[config.mk]
export PLATFORM = sky130hd
export DESIGN_NAME = ks10_bus_arb_flat
export DESIGN_NICKNAME = d
export VERILOG_FILES = /design/src/rtl/ks10_bus_arb_if.sv /design/src/rtl/ks10_bus_arb.sv /design/src/flat_wrapper.sv
export SDC_FILE = /design/constraint.sdc
export NUM_CORES = 1
export LEC_CHECK = 0
export CAP_MARGIN = 20
export CORE_AREA = 3 3 147 149
export DETAILED_ROUTE_END_ITERATION = 12
export DIE_AREA = 0 0 150 152
export GPL_ROUTABILITY_DRIVEN = 0
export GPL_TIMING_DRIVEN = 0
export PLACE_DENSITY = 0.71
export SLEW_MARGIN = 0
export SYNTH_ARGS = -nofsm -noshare
export SYNTH_HDL_FRONTEND = slang
export SYNTH_SLANG_ARGS = --single-unit
export TNS_END_PERCENT = 100
[constraint.sdc]
create_clock -name clk -period 3.9 [get_ports clk]
set_clock_uncertainty 0.05 [all_clocks]
set_input_delay 0.975 -clock clk [delete_from_list [all_inputs] [get_ports clk]]
set_output_delay 0.975 -clock clk [all_outputs]
set_load 0.05 [all_outputs]
[src/rtl/ks10_bus_arb_if.sv]
// Requester-side and backplane-side signal bundle of the KS10 bus arbiter.
interface ks10_bus_arb_if;
   logic [0:3]   reqREQI;
   logic [0:143] reqADDRI;
   logic [0:143] reqDATAI;
   logic [0:3]   reqACKO;
   logic [0:3]   reqNXMO;
   logic [0:3]   busGRANT;
   logic         busREQO;
   logic [0:35]  busADDRO;
   logic [0:35]  busDATAO;
   logic         busACKI;
   logic         busBUSY;

   modport master (
      input  reqREQI, reqADDRI, reqDATAI, busACKI,
      output reqACKO, reqNXMO, busGRANT, busREQO, busADDRO, busDATAO, busBUSY
   );

   modport slave (
      output reqREQI, reqADDRI, reqDATAI, busACKI,
      input  reqACKO, reqNXMO, busGRANT, busREQO, busADDRO, busDATAO, busBUSY
   );
endinterface

[src/rtl/ks10_bus_arb.sv]
// KS10 backplane arbiter: console has fixed priority, CPU/UBA1/UBA3 rotate;
// one latched transaction at a time, completed by slave ack or timeout.
module ks10_bus_arb #(
   parameter int unsigned TIMEOUT = 63
) (
   input  logic           clk,
   input  logic           rst,
   ks10_bus_arb_if.master bus
);
   localparam logic [7:0] TIMEOUT_M1 = 8'(TIMEOUT - 32'd1);

   typedef enum logic [1:0] {
      ST_IDLE = 2'd0,
      ST_WAIT = 2'd1,
      ST_DONE = 2'd2
   } state_t;

   state_t       state_r;
   state_t       state_nxt_s;
   logic [1:0]   rr_last_r;
   logic [7:0]   timer_r;
   logic [0:3]   grant_r;
   logic [0:35]  addr_r;
   logic [0:35]  data_r;
   logic         req_r;
   logic         busy_r;
   logic [0:3]   ack_r;
   logic [0:3]   nxm_r;
   logic [1:0]   winner_s;
   logic         any_req_s;
   logic         timeout_s;
   logic         complete_s;

   // Next requester among 1..3 after 'last', wrapping 3 -> 1; 0 when none requests.
   function automatic logic [1:0] rr_pick(input logic [0:3] req, input logic [1:0] last);
      logic [1:0] cand;
      logic       found;
      rr_pick = 2'd0;
      found   = 1'b0;
      cand    = last;
      for (int k = 0; k < 3; k++) begin
         if (cand == 2'd3) begin
            cand = 2'd1;
         end else begin
            cand = cand + 2'd1;
         end
         if (!found && req[cand]) begin
            rr_pick = cand;
            found   = 1'b1;
         end else begin
            found = found;
         end
      end
   endfunction

   function automatic logic [0:35] slice36(input logic [0:143] v, input logic [1:0] idx);
      case (idx)
         2'd0:    slice36 = v[0:35];
         2'd1:    slice36 = v[36:71];
         2'd2:    slice36 = v[72:107];
         2'd3:    slice36 = v[108:143];
         default: slice36 = v[0:35];
      endcase
   endfunction

   // Winner selection and completion conditions.
   always_comb begin
      any_req_s  = |bus.reqREQI;
      winner_s   = 2'd0;
      if (bus.reqREQI[0]) begin
         winner_s = 2'd0;
      end else begin
         winner_s = rr_pick(bus.reqREQI, rr_last_r);
      end
      timeout_s  = (state_r == ST_WAIT) && !bus.busACKI && (timer_r == TIMEOUT_M1);
      complete_s = (state_r == ST_WAIT) && (bus.busACKI || (timer_r == TIMEOUT_M1));
   end

   // Next-state logic.
   always_comb begin
      state_nxt_s = state_r;
      case (state_r)
         ST_IDLE: begin
            if (any_req_s) begin
               state_nxt_s = ST_WAIT;
            end else begin
               state_nxt_s = ST_IDLE;
            end
         end
         ST_WAIT: begin
            if (complete_s) begin
               state_nxt_s = ST_DONE;
            end else begin
               state_nxt_s = ST_WAIT;
            end
         end
         ST_DONE: state_nxt_s = ST_IDLE;
         default: state_nxt_s = ST_IDLE;
      endcase
   end

   // State register.
   always_ff @(posedge clk or posedge rst) begin
      if (rst) begin
         state_r <= ST_IDLE;
      end else begin
         state_r <= state_nxt_s;
      end
   end

   // Grant, latched bus values, timer and completion pulses; every output is a flop.
   always_ff @(posedge clk or posedge rst) begin
      if (rst) begin
         grant_r   <= 4'b0000;
         addr_r    <= 36'd0;
         data_r    <= 36'd0;
         timer_r   <= 8'd0;
         rr_last_r <= 2'd3;
         req_r     <= 1'b0;
         busy_r    <= 1'b0;
         ack_r     <= 4'b0000;
         nxm_r     <= 4'b0000;
      end else begin
         ack_r <= 4'b0000;
         nxm_r <= 4'b0000;
         case (state_r)
            ST_IDLE: begin
               if (any_req_s) begin
                  grant_r <= 4'b1000 >> winner_s;
                  addr_r  <= slice36(bus.reqADDRI, winner_s);
                  data_r  <= slice36(bus.reqDATAI, winner_s);
                  timer_r <= 8'd0;
                  req_r   <= 1'b1;
                  busy_r  <= 1'b1;
                  if (winner_s != 2'd0) begin
                     rr_last_r <= winner_s;
                  end
               end
            end
            ST_WAIT: begin
               if (complete_s) begin
                  req_r <= 1'b0;
                  ack_r <= grant_r;
                  nxm_r <= timeout_s ? grant_r : 4'b0000;
               end else begin
                  timer_r <= timer_r + 8'd1;
               end
            end
            ST_DONE: begin
               grant_r <= 4'b0000;
               addr_r  <= 36'd0;
               data_r  <= 36'd0;
               busy_r  <= 1'b0;
            end
            default: begin
               grant_r <= 4'b0000;
               addr_r  <= 36'd0;
               data_r  <= 36'd0;
               req_r   <= 1'b0;
               busy_r  <= 1'b0;
            end
         endcase
      end
   end

   assign bus.busGRANT = grant_r;
   assign bus.busADDRO = addr_r;
   assign bus.busDATAO = data_r;
   assign bus.busREQO  = req_r;
   assign bus.busBUSY  = busy_r;
   assign bus.reqACKO  = ack_r;
   assign bus.reqNXMO  = nxm_r;
endmodule
[src/flat_wrapper.sv]
// flat-port wrapper written by rule: the top's interface ports become plain ports
module ks10_bus_arb_flat 
#(
   parameter int unsigned TIMEOUT = 63
)
  (clk, rst, bus_reqREQI, bus_reqADDRI, bus_reqDATAI, bus_busACKI, bus_reqACKO, bus_reqNXMO, bus_busGRANT, bus_busREQO, bus_busADDRO, bus_busDATAO, bus_busBUSY);
  ks10_bus_arb_if bus_i ();
  input  logic clk;
  input  logic rst;
  input wire logic [$bits(bus_i.reqREQI)-1:0] bus_reqREQI;
  input wire logic [$bits(bus_i.reqADDRI)-1:0] bus_reqADDRI;
  input wire logic [$bits(bus_i.reqDATAI)-1:0] bus_reqDATAI;
  input wire logic [$bits(bus_i.busACKI)-1:0] bus_busACKI;
  output wire logic [$bits(bus_i.reqACKO)-1:0] bus_reqACKO;
  output wire logic [$bits(bus_i.reqNXMO)-1:0] bus_reqNXMO;
  output wire logic [$bits(bus_i.busGRANT)-1:0] bus_busGRANT;
  output wire logic [$bits(bus_i.busREQO)-1:0] bus_busREQO;
  output wire logic [$bits(bus_i.busADDRO)-1:0] bus_busADDRO;
  output wire logic [$bits(bus_i.busDATAO)-1:0] bus_busDATAO;
  output wire logic [$bits(bus_i.busBUSY)-1:0] bus_busBUSY;
  assign bus_i.reqREQI = bus_reqREQI;
  assign bus_i.reqADDRI = bus_reqADDRI;
  assign bus_i.reqDATAI = bus_reqDATAI;
  assign bus_i.busACKI = bus_busACKI;
  assign bus_reqACKO = bus_i.reqACKO;
  assign bus_reqNXMO = bus_i.reqNXMO;
  assign bus_busGRANT = bus_i.busGRANT;
  assign bus_busREQO = bus_i.busREQO;
  assign bus_busADDRO = bus_i.busADDRO;
  assign bus_busDATAO = bus_i.busDATAO;
  assign bus_busBUSY = bus_i.busBUSY;
  ks10_bus_arb #(.TIMEOUT(TIMEOUT)) u_core (.clk(clk), .rst(rst), .bus(bus_i));
endmodule
Yosys cells after proc, flatten, opt, wreduce, memory -nomap -nowiden --
Cells that the tools add are included.
Cells by class: add/subtract/negate cells 4, order comparisons 3, eq/ne operators 12, shifts and indexed selects 1, muxes and demuxes 46, bitwise logic cells 5, reductions and logical operators 18
Operators with widths (number):
- $pmux 36 s4 | 2
- $pmux 36 s2 | 2
- $mux 36 | 2
- $mux 4 | 6
- $mux 2 | 11
- $mux 8 | 2
- $pmux 8 s2 | 1
- $mux 1 | 13
- $eq 2x2->1 const B | 6
- $ge 3x3->1 const B | 3
- $not 2->3 | 3
- $reduce_and 3->1 | 3
- $add 8x1->8 const B | 1
- $eq 8x6->1 const B | 1
- $pmux 4 s2 | 1
- $add 2x1->2 const B | 3
- $bmux 1 s2 | 3
- $logic_and 1x1->1 | 5
- $eq 2x1->1 const B | 2
- $logic_not 2->1 | 2
- $ne 2x1->1 const B | 2
- $pmux 2 s2 | 1
- $reduce_bool 2->1 | 2
- $reduce_or 4->1 | 1
- 8 further kinds | 11
Word-level totals: flip-flop bits (word level) 98, input port bits 295, output and inout bits 86, word-level logic and storage cells 99

Depth between registers and ports, before layout --
Gate-level depths: netlist (run 1).
depth after elaboration 21, gate-level depth with buffers 11, mapped depth without buffers 8

Worst setup path before layout (run 1) --
No wires, ideal clock.
path type register to register, start register u_core.rr_last_r[0], end register u_core.data_r (netlist bit u_core.bus.busDATAO[10]), library setup time 0.126 ns, data arrival time 2.911 ns, data required time 3.724 ns, setup slack 0.813 ns, stages on the path, launching flop included 11, clock period less this slack 3.087 ns, cells stage by stage dfstp_2 > inv_1 > ha_1 > buf_2 > mux4_2 > a31o_1 > o31ai_4 > buf_2 > mux2i_1 > o2bb2ai_1 > a221o_1
On the way: word-level cells in the longest chain between the ends 21, elaborated cells on any way between the ends 43
Ends and longest elaborated chain:
- start: declaration | line ks10_bus_arb.sv:20 | logic [1:0] rr_last_r;
- start signal: assignment | line ks10_bus_arb.sv:136 | rr_last_r <= winner_s;
- $add 2x1->2 or $eq 2x2->1 (tied branches) | line ks10_bus_arb.sv:45, ks10_bus_arb.sv:42
- $mux 2 (*) | line ks10_bus_arb.sv:42 | if (cand == 2'd3) begin
- $mux 2 (*) | line ks10_bus_arb.sv:70 | if (bus.reqREQI[0]) begin
- branches (longest 12 deep; another with $add 2x1->2)
- $mux 2 (*) | line ks10_bus_arb.sv:47 | if (!found && req[cand]) begin
- $mux 2 (*) | line ks10_bus_arb.sv:70
- $eq 2x2->1 (tied with other cells) | line ks10_bus_arb.sv:57 | case (idx)
- $pmux 36 s4 (*) | line ks10_bus_arb.sv:57
- $mux 36 (*) | line ks10_bus_arb.sv:128 | if (any_req_s) begin
- $pmux 36 s2 (*) | line ks10_bus_arb.sv:126 | case (state_r)
- end signal: assignment | line ks10_bus_arb.sv:131 | data_r <= slice36(bus.reqDATAI, winner_s);
- end: declaration | line ks10_bus_arb.sv:24 | logic [0:35] data_r;
Mark *: on every way between the ends. The select of a mux whose other input is x is not followed. A chain may end at the register's enable or synchronous reset.

Worst setup path in the final report (run 1) --
start input bus_reqREQI[3], end register u_core.addr_r (netlist bit u_core.bus.busADDRO[13])
On the way: word-level cells in the longest chain between the ends 17, elaborated cells on any way between the ends 31
Ends and longest elaborated chain:
- start: declaration | line flat_wrapper.sv:10 | input wire logic [$bits(bus_i.reqREQI)-1:0] bus_reqREQI;
- $bmux 1 s2 | line ks10_bus_arb.sv:47
- $mux 1 (implied by the code) (2 in series) | line ks10_bus_arb.sv:47
- $mux 1 | line ks10_bus_arb.sv:47
- $mux 1 | line ks10_bus_arb.sv:70
- $logic_not 1->1 | line ks10_bus_arb.sv:47
- $logic_and 1x1->1 | line ks10_bus_arb.sv:47
- $mux 1 | line ks10_bus_arb.sv:47
- $mux 1 | line ks10_bus_arb.sv:70
- $logic_not 1->1 | line ks10_bus_arb.sv:47
- $logic_and 1x1->1 | line ks10_bus_arb.sv:47
- $mux 2 | line ks10_bus_arb.sv:47
- $mux 2 | line ks10_bus_arb.sv:70
- $eq 2x2->1 (tied with other cells) | line ks10_bus_arb.sv:57
- $pmux 36 s4 | line ks10_bus_arb.sv:57
- $mux 36 | line ks10_bus_arb.sv:128
- $pmux 36 s2 | line ks10_bus_arb.sv:126
- end signal: assignment | line ks10_bus_arb.sv:130 | addr_r <= slice36(bus.reqADDRI, winner_s);
- end: declaration | line ks10_bus_arb.sv:23 | logic [0:35] addr_r;
Parallel ways exist; a longest one is shown, timed or not. The select of a mux whose other input is x is not followed.

==> qor.yml, run 1 <==
sta:
  fin_crit_ns: 3.83
  tns_ns: 0
  post-route-period-util_pct: 98.1
  setup-violations-final: 0
  maxSlewViolCount: 0
  hold_viol: 0
  timing.fmax_mhz: 261
  slew_headroom_pct: 54.4
  rsz0062_at_grt: "true"
  worst_pin_slew_ns: 0.685
  holdWs_ns: 0.443
yosys:
  async_flop_share_pct: 100
  syn_nets: 772
  synth-xor-area-share_pct: 0.972
  ys_seq_area_share_pct: 45.4
  synthSimpleGateAreaFrac_pct: 6.62
  syn-mean-instance-area_um2: 11.5
  synthAdderAreaFrac_pct: 1.39
  synth_area_um2: 5400
  synth_warnings: 0
  synth_compound_gate_area_share_pct: 32.7
  synth-seq-cells: 98
  ys_types: 46
  synth_edf_count: 0
  synthFlopType: "dfrtp_1"
  synth_cells: 471
  synth_top_family_by_area: "compound AO/OA/AOI/OAI gates"
  muxShareOfSynthArea_pct: 8.73
clock_tree:
  cts_hold_buf: 0
  clk_latency_ns: 0.35
  h-tree-depth: 3
  cts_sinks: 98
  cts_buffers: 9
  clk_path_buf_depth: 2
  root_buffer: "clkbuf_16"
  post_cts_buffers: 0
  cts_tree: "done"
  clk_pin_slew_ns: 0.07
worst_setup_path:
  startpoint_type: "primary input"
  crit_chain: "clkdlybuf4s50_1 > mux4_2 > nand2b_1 > nor4_2 > nor4_4 > buf_4 > clkbuf_2 > o2bb2ai_1 > a221o_1"
  required_ns: 4.08
  arrival_ns: 4.00
  worstSetupStartpoint: "bus_reqREQI[3]"
  cp-endpoint: "u_core.bus.busADDRO[13]"
  crit_type: "primary input to flop"
  worstSetupEndpointType: "flop"
  crit_slowest_cell: "nor4_2"
  reg2reg_slack_ns: 0.22
  max_stage_delay_ns: 0.60
  cp_max_fo: 10
  r2r_start: "u_core.rr_last_r[0]"
  timing.rr.end: "u_core.bus.busDATAO[30]"
  r2r_cells: 10
power_and_ir_drop:
  finalPower_w: 0.00779
  seq_power_share_pct: 21.6
  leakage_nw: 4.02
  switching_share_pct: 49.5
  power.density_nw_per_um2: 787
  p_clk_share_pct: 11.5
  vdd_drop_max_v: 0.000339
  internal_power_w: 0.00393
  p_switching_w: 0.00385
  pwr-share-comb_pct: 66.9
drt:
  drt_wl_total_mm: 25.4
  num_vias: 5813
  firstDrtPassIters: 5
  vias_per_cell: 5.10
  dr.first_iter.drc_count: 328
  wl_per_cell_um: 22.3
  drcViolationCount: 0
  ant_nets: 0
grt:
  antenna_found_initial: 0
  grt_pass1_vias: 5932
  grt_use_total_pct: 21.3
  grt_max_degree: 57
  grt_pass1_wl_mm: 36.5
  grt_overflow: 0
placement:
  dp_hpwl_mm: 20.1
  dpl.cell_count: 1124
  io_buffer_count: 380
  dpl_cell_area_um2: 9590
finish:
  fillers: 1938
  multi_input_area_um2: 2740
  layout-drive-gt1-share_pct: 5.75
  final_cell_area_um2: 9900
  syn_to_final_growth_pct: 83.1
  final_nets: 1166
  antenna_cells: 0
  final_cells: 1140
  ff_latch_area_um2: 2450
die:
  coreArea_um2: 20300
  die_h_um: 152
  die_x_um: 150
  rows: 52
  io_pins: 381
  start_util_pct: 26.6
  dieArea_um2: 22800
outcome:
  status: "finished, final reports clean"
job:
  cap_violations: 0
min_path:
  min_path_type: "flop to flop"
[how the worst min path moves through the flow]
stage / start / to / slack [ns] / depth (start not counted)
floorplan: u_core.rr_last_r[1] / u_core.rr_last_r[1] / 0.41 / 2
global placement: u_core.rr_last_r[0] / u_core.rr_last_r[0] / 0.42 / 2
detailed placement: u_core.bus.busREQO / u_core.bus.busREQO / 0.43 / 1
CTS: u_core.rr_last_r[1] / u_core.rr_last_r[1] / 0.44 / 2
global route: u_core.bus.busADDRO[20] / u_core.bus.busADDRO[20] / 0.47 / 1
finish: u_core.bus.busREQO / u_core.bus.busREQO / 0.44 / 1
[metal layers]
layer / vias to the layer above / wire length, um / global-route usage (%)
li1: 2723 / - / -
met1: 2783 / 10500 / 26.8
met2: 279 / 12400 / 36.2
met3: 28 / 2040 / 5.09
met4: 0 / 493 / 6.10
met5: - / 0 / 0
[repair_timing]
item | 4_1_cts | 5_1_grt
resized for setup | 1 | 4
setup endpoints to repair | 10 | 31
pin swaps | 0 | 0
[worst max-delay path, delay by kind of cell]
kind / cells / cell delay, ns
buffers and inverters: 3 / 1.06
and+or+nand+nor: 3 / 0.94
AOI/OAI and AO/OA: 2 / 0.52
muxes: 1 / 0.50
[per-stage QoR]
stage / utilization (%) / setup WS, ns
finish: 48.7 / 0.0741
global placement: 47.0 / -1.42
floorplan: - / 0.316
CTS: 48.7 / 0.0291
global route: 48.7 / -0.0197
detailed placement: 47.2 / -0.628
[cell usage in the layout (no fill, tap or decap), types with 3 or more instances in the layout]
master / count
a221o_1: 69
a22oi_1: 36
and2_1: 9
buf_2: 13
buf_4: 5
clkbuf_1: 29
clkbuf_16: 9
clkdlybuf4s50_1: 380
clkinvlp_4: 3
dfrtp_1: 96
ha_1: 6
inv_1: 6
mux2_2: 3
mux2i_1: 37
mux4_2: 3
nand2_1: 17
nand2b_1: 5
nand3_1: 4
nand4_1: 3
nor2_1: 11
nor2b_1: 3
o2111ai_1: 3
o211ai_1: 3
o21ai_0: 7
o2bb2ai_1: 69
xor2_1: 5
[kinds of logic (layout without fill, tap and decap cells)]
| family | after synthesis | in the layout |
|---|---|---|
| AO/OA/AOI/OAI | 201 | 201 |
| XOR/XNOR | 6 | 6 |
| adder cells (fa/ha/maj) | 6 | 6 |
| buffers and inverters | 52 | 451 |
| flip-flops | 98 | 98 |
| multiplexers | 43 | 43 |
| AND/OR/NAND/NOR | 65 | 65 |
[flip-flops by register name, summed over array words and instances, names as in the netlist]
signal / flops
u_core.bus.busBUSY: 1
u_core.bus.busREQO: 1
u_core.state_r: 2
u_core.bus.busADDRO: 36
u_core.bus.reqACKO: 4
u_core.bus.reqNXMO: 4
u_core.bus.busDATAO: 36
u_core.bus.busGRANT: 4
u_core.timer_r: 8
u_core.rr_last_r: 2
[area by class of cell]
cell class / count / share of cell area, %
Clock inverter: 4 / 0.531
Multi-Input combinational cell: 321 / 27.7
Buffer: 45 / 2.01
Sequential cell: 98 / 24.8
Timing Repair Buffer: 383 / 38.9
Clock buffer: 12 / 2.39
Inverter: 7 / 0.291
Tap cell: 270 / 3.41
[power groups by stage]
stage,clock network (W),logic [W],registers (W)
final,0.000899,0.00521,0.00168
after global routing,0.000967,0.00552,0.00173
after CTS,0.000928,0.00524,0.00168
after detailed placement,0,0.00524,0.00168
after global placement,0,0.00517,0.00168
after floorplan,0,0.00214,0.00283
[synthesized netlist by cell type, types with 2 or more instances]
cell type,instances,area (um^2)
dfrtp_1,96,2400
xor2_1,5,43.8
ha_1,6,75.1
mux2i_1,37,370
clkbuf_1,28,105
buf_2,13,65.1
a221o_1,69,691
buf_4,3,22.5
nor2b_1,3,18.8
o2111ai_1,3,26.3
o2bb2ai_1,69,604
mux2_2,3,33.8
a21o_1,2,15.0
nand2_1,17,63.8
nor4_2,3,37.5
o31a_1,2,17.5
dfstp_2,2,52.6
o21bai_1,2,15.0
nor3b_1,2,15.0
a22oi_1,36,270
o211ai_1,3,22.5
o21ai_0,7,35.0
inv_1,7,26.3
and2_1,9,56.3
mux4_2,3,67.6
nand3_1,4,20.0
nand4_1,3,18.8
nor4_1,2,12.5
nor2_1,11,41.3
nand2b_1,5,31.3
(Power assumes the default switching activity.)
==> run 2, diff against run 1 <==
--- a/config.mk
+++ b/config.mk
@@ -11,7 +11,7 @@
 export DIE_AREA = 0 0 150 152
 export GPL_ROUTABILITY_DRIVEN = 0
 export GPL_TIMING_DRIVEN = 0
-export PLACE_DENSITY = 0.71
+export PLACE_DENSITY = 0.74
 export SLEW_MARGIN = 0
 export SYNTH_ARGS = -nofsm -noshare
 export SYNTH_HDL_FRONTEND = slang
==> constraint.sdc (replaced) <==
create_clock -name clk -period 3.14 [get_ports clk]
set_clock_uncertainty 0.05 [all_clocks]
set_input_delay 0.785 -clock clk [delete_from_list [all_inputs] [get_ports clk]]
set_output_delay 0.785 -clock clk [all_outputs]
set_load 0.05 [all_outputs]
==> qor.yml, run 2 (synthesis gave the netlist of run 1 again) <==
outcome:
  status: "finished with violations"
  failed_checks: "negative setup slack"
worst_setup_path:
  arrival_ns: 3.33
  worstSetupEndpointType: "flop"
  crit_type: "flop to flop"
  startpoint_type: "flop"
  cp_max_fo: 8
  reg2reg_slack_ns: -0.006
  r2r_cells: 11
  timing.rr.end: "u_core.bus.busDATAO[24]"
  required_ns: 3.32
  r2r_start: "u_core.rr_last_r[0]"
  worstSetupStartpoint: "u_core.rr_last_r[0]"
drt:
  ant_nets: 0
  vias_per_cell: 5.16
  drt_wl_total_mm: 25.9
  wl_per_cell_um: 22.5
  drcViolationCount: 0
  dr.first_iter.drc_count: 316
  num_vias: 5929
  firstDrtPassIters: 4
grt:
  grt_use_total_pct: 21.5
  grt_pass1_vias: 6124
  grt_max_degree: 38
  antenna_found_initial: 2
  grt_pass1_wl_mm: 37.1
  grt_overflow: 0
power_and_ir_drop:
  finalPower_w: 0.0107
  vdd_drop_max_v: 0.000490
  leakage_nw: 4.28
  power.density_nw_per_um2: 1020
finish:
  fillers: 1825
  syn_to_final_growth_pct: 94.3
  layout-drive-gt1-share_pct: 12.2
  final_cell_mix: "376 x clkdlybuf4s50_1, 96 x dfrtp_1, 69 x a221o_1, 65 x o2bb2ai_1, 32 x a22oi_1"
  ff_latch_area_um2: 2450
  final_nets: 1177
  multi_input_area_um2: 2940
  final_common_cell: "clkdlybuf4s50_1"
clock_tree:
  cts_hold_buf: 0
  clk_path_buf_depth: 2
  clk_latency_ns: 0.35
  h-tree-depth: 3
  cts_tree: "done"
  clk_pin_slew_ns: 0.07
  cts_sinks: 98
  root_buffer: "clkbuf_16"
  cts_buffers: 9
placement:
  io_buffer_count: 380
  dp_hpwl_mm: 19.9
die:
  rows: 52
  die_h_um: 152
  io_pins: 381
  dieArea_um2: 22800
  start_util_pct: 26.6
  die_x_um: 150
  coreArea_um2: 20300
min_path:
  holdPathStages: 1
  hold_start: "u_core.bus.busREQO"
  holdPathEnd: "u_core.bus.busREQO"
  min_path_type: "flop to flop"
sta:
  timing.fmax_mhz: 318
  worst_pin_slew_ns: 0.757
  holdWs_ns: 0.454
  slew_headroom_pct: 49.4
  fin_ws_ns: -0.00645
  hold_viol: 0
  post-route-period-util_pct: 100
  setup-violations-final: 2
  fin_crit_ns: 3.15
  rsz0062_at_grt: "true"
  maxSlewViolCount: 0
job:
  cap_violations: 0
==> run 2: changes by cell type in the layout (fill, tap and decap cells not counted), sizes merged <==
cell / before / now
buf: 20 / 37
dlymetal6s2s: 0 / 4
clkinvlp: 3 / 1
clkbuf: 40 / 32
bufinv: 1 / 3
inv: 7 / 6
clkdlybuf4s50: 380 / 376
diode: 0 / 1
==> run 2: report_power, final <==
part	leakage, nW	internal, W	total (W)	switching [W]
Clock	0.161	0.000788	0.00128	0.000491
Sequential	1.26	0.00178	0.00210	0.000322
Combinational	2.86	0.00312	0.00729	0.00418
Total	4.28	0.00568	0.0107	0.00499
==> run 2: routing by layer <==
layer	share of wire [%]	global-route usage, %
met2	50	37.3
met1	39	25.4
met3	8.0	6.37
met5	0.050	0
met4	2.5	6.88
==> run 2: timing repair <==
| action | 4_1_cts | 5_1_grt |
|---|---|---|
| gates resized for setup | 77 | 46 |
| pin swaps | 7 | 15 |
| setup endpoints to repair | 78 | 76 |
| buffers inserted | 6 | 4 |
| endpoints found under the hold margin | 0 | 0 |
| gates cloned | 1 | 1 |
==> run 2: per-stage QoR <==
step | TNS, ns | utilization [%] | cells | setup WS (ns) | area [um^2]
after floorplan | 0 | - | 471 | 0.0533 | 5410
after global placement | -83.99 | 47.0 | 1121 | -1.38 | 9550
after detailed placement | -62.24 | 47.3 | 1125 | -1.14 | 9600
after CTS | 0 | 50.7 | 1144 | 0.00121 | 10300
after global routing | -1.12 | 51.7 | 1149 | -0.0897 | 10500
final | -0.00857 | 51.7 | 1149 | -0.00645 | 10500
==> run 2: final cells by class <==
cell class	instances	area share, %
Multi-Input combinational cell	321	28.0
Antenna cell	1	0.0238
Clock buffer	10	2.28
Buffer	43	3.55
Sequential cell	98	23.4
Clock inverter	3	0.858
Timing Repair Buffer	396	38.3
Tap cell	270	3.22
Inverter	7	0.310
==> run 2: worst max-delay path, stage by stage (launching register included) <==
cell,delay (ns)
dfstp_2,0.56
inv_4,0.05
ha_4,0.32
mux4_2,0.51
a31o_4,0.24
o31ai_4,0.26
buf_6,0.21
buf_12,0.13
buf_16,0.13
mux2i_2,0.23
o2bb2ai_1,0.08
a221o_1,0.25
==> run 2: worst max path at each step <==
| stage | to | slack [ns] | depth (start not counted) |
|---|---|---|---|
| after floorplan | u_core.bus.busDATAO[10] | 0.05 | 10 |
| after global placement | u_core.bus.busADDRO[22] | -1.38 | 8 |
| after detailed placement | u_core.bus.busADDRO[21] | -1.14 | 9 |
| after CTS | u_core.bus.busDATAO[24] | 0.001 | 9 |
| after global routing | u_core.bus.busDATAO[24] | -0.09 | 11 |
| final | u_core.bus.busDATAO[24] | -0.006 | 11 |
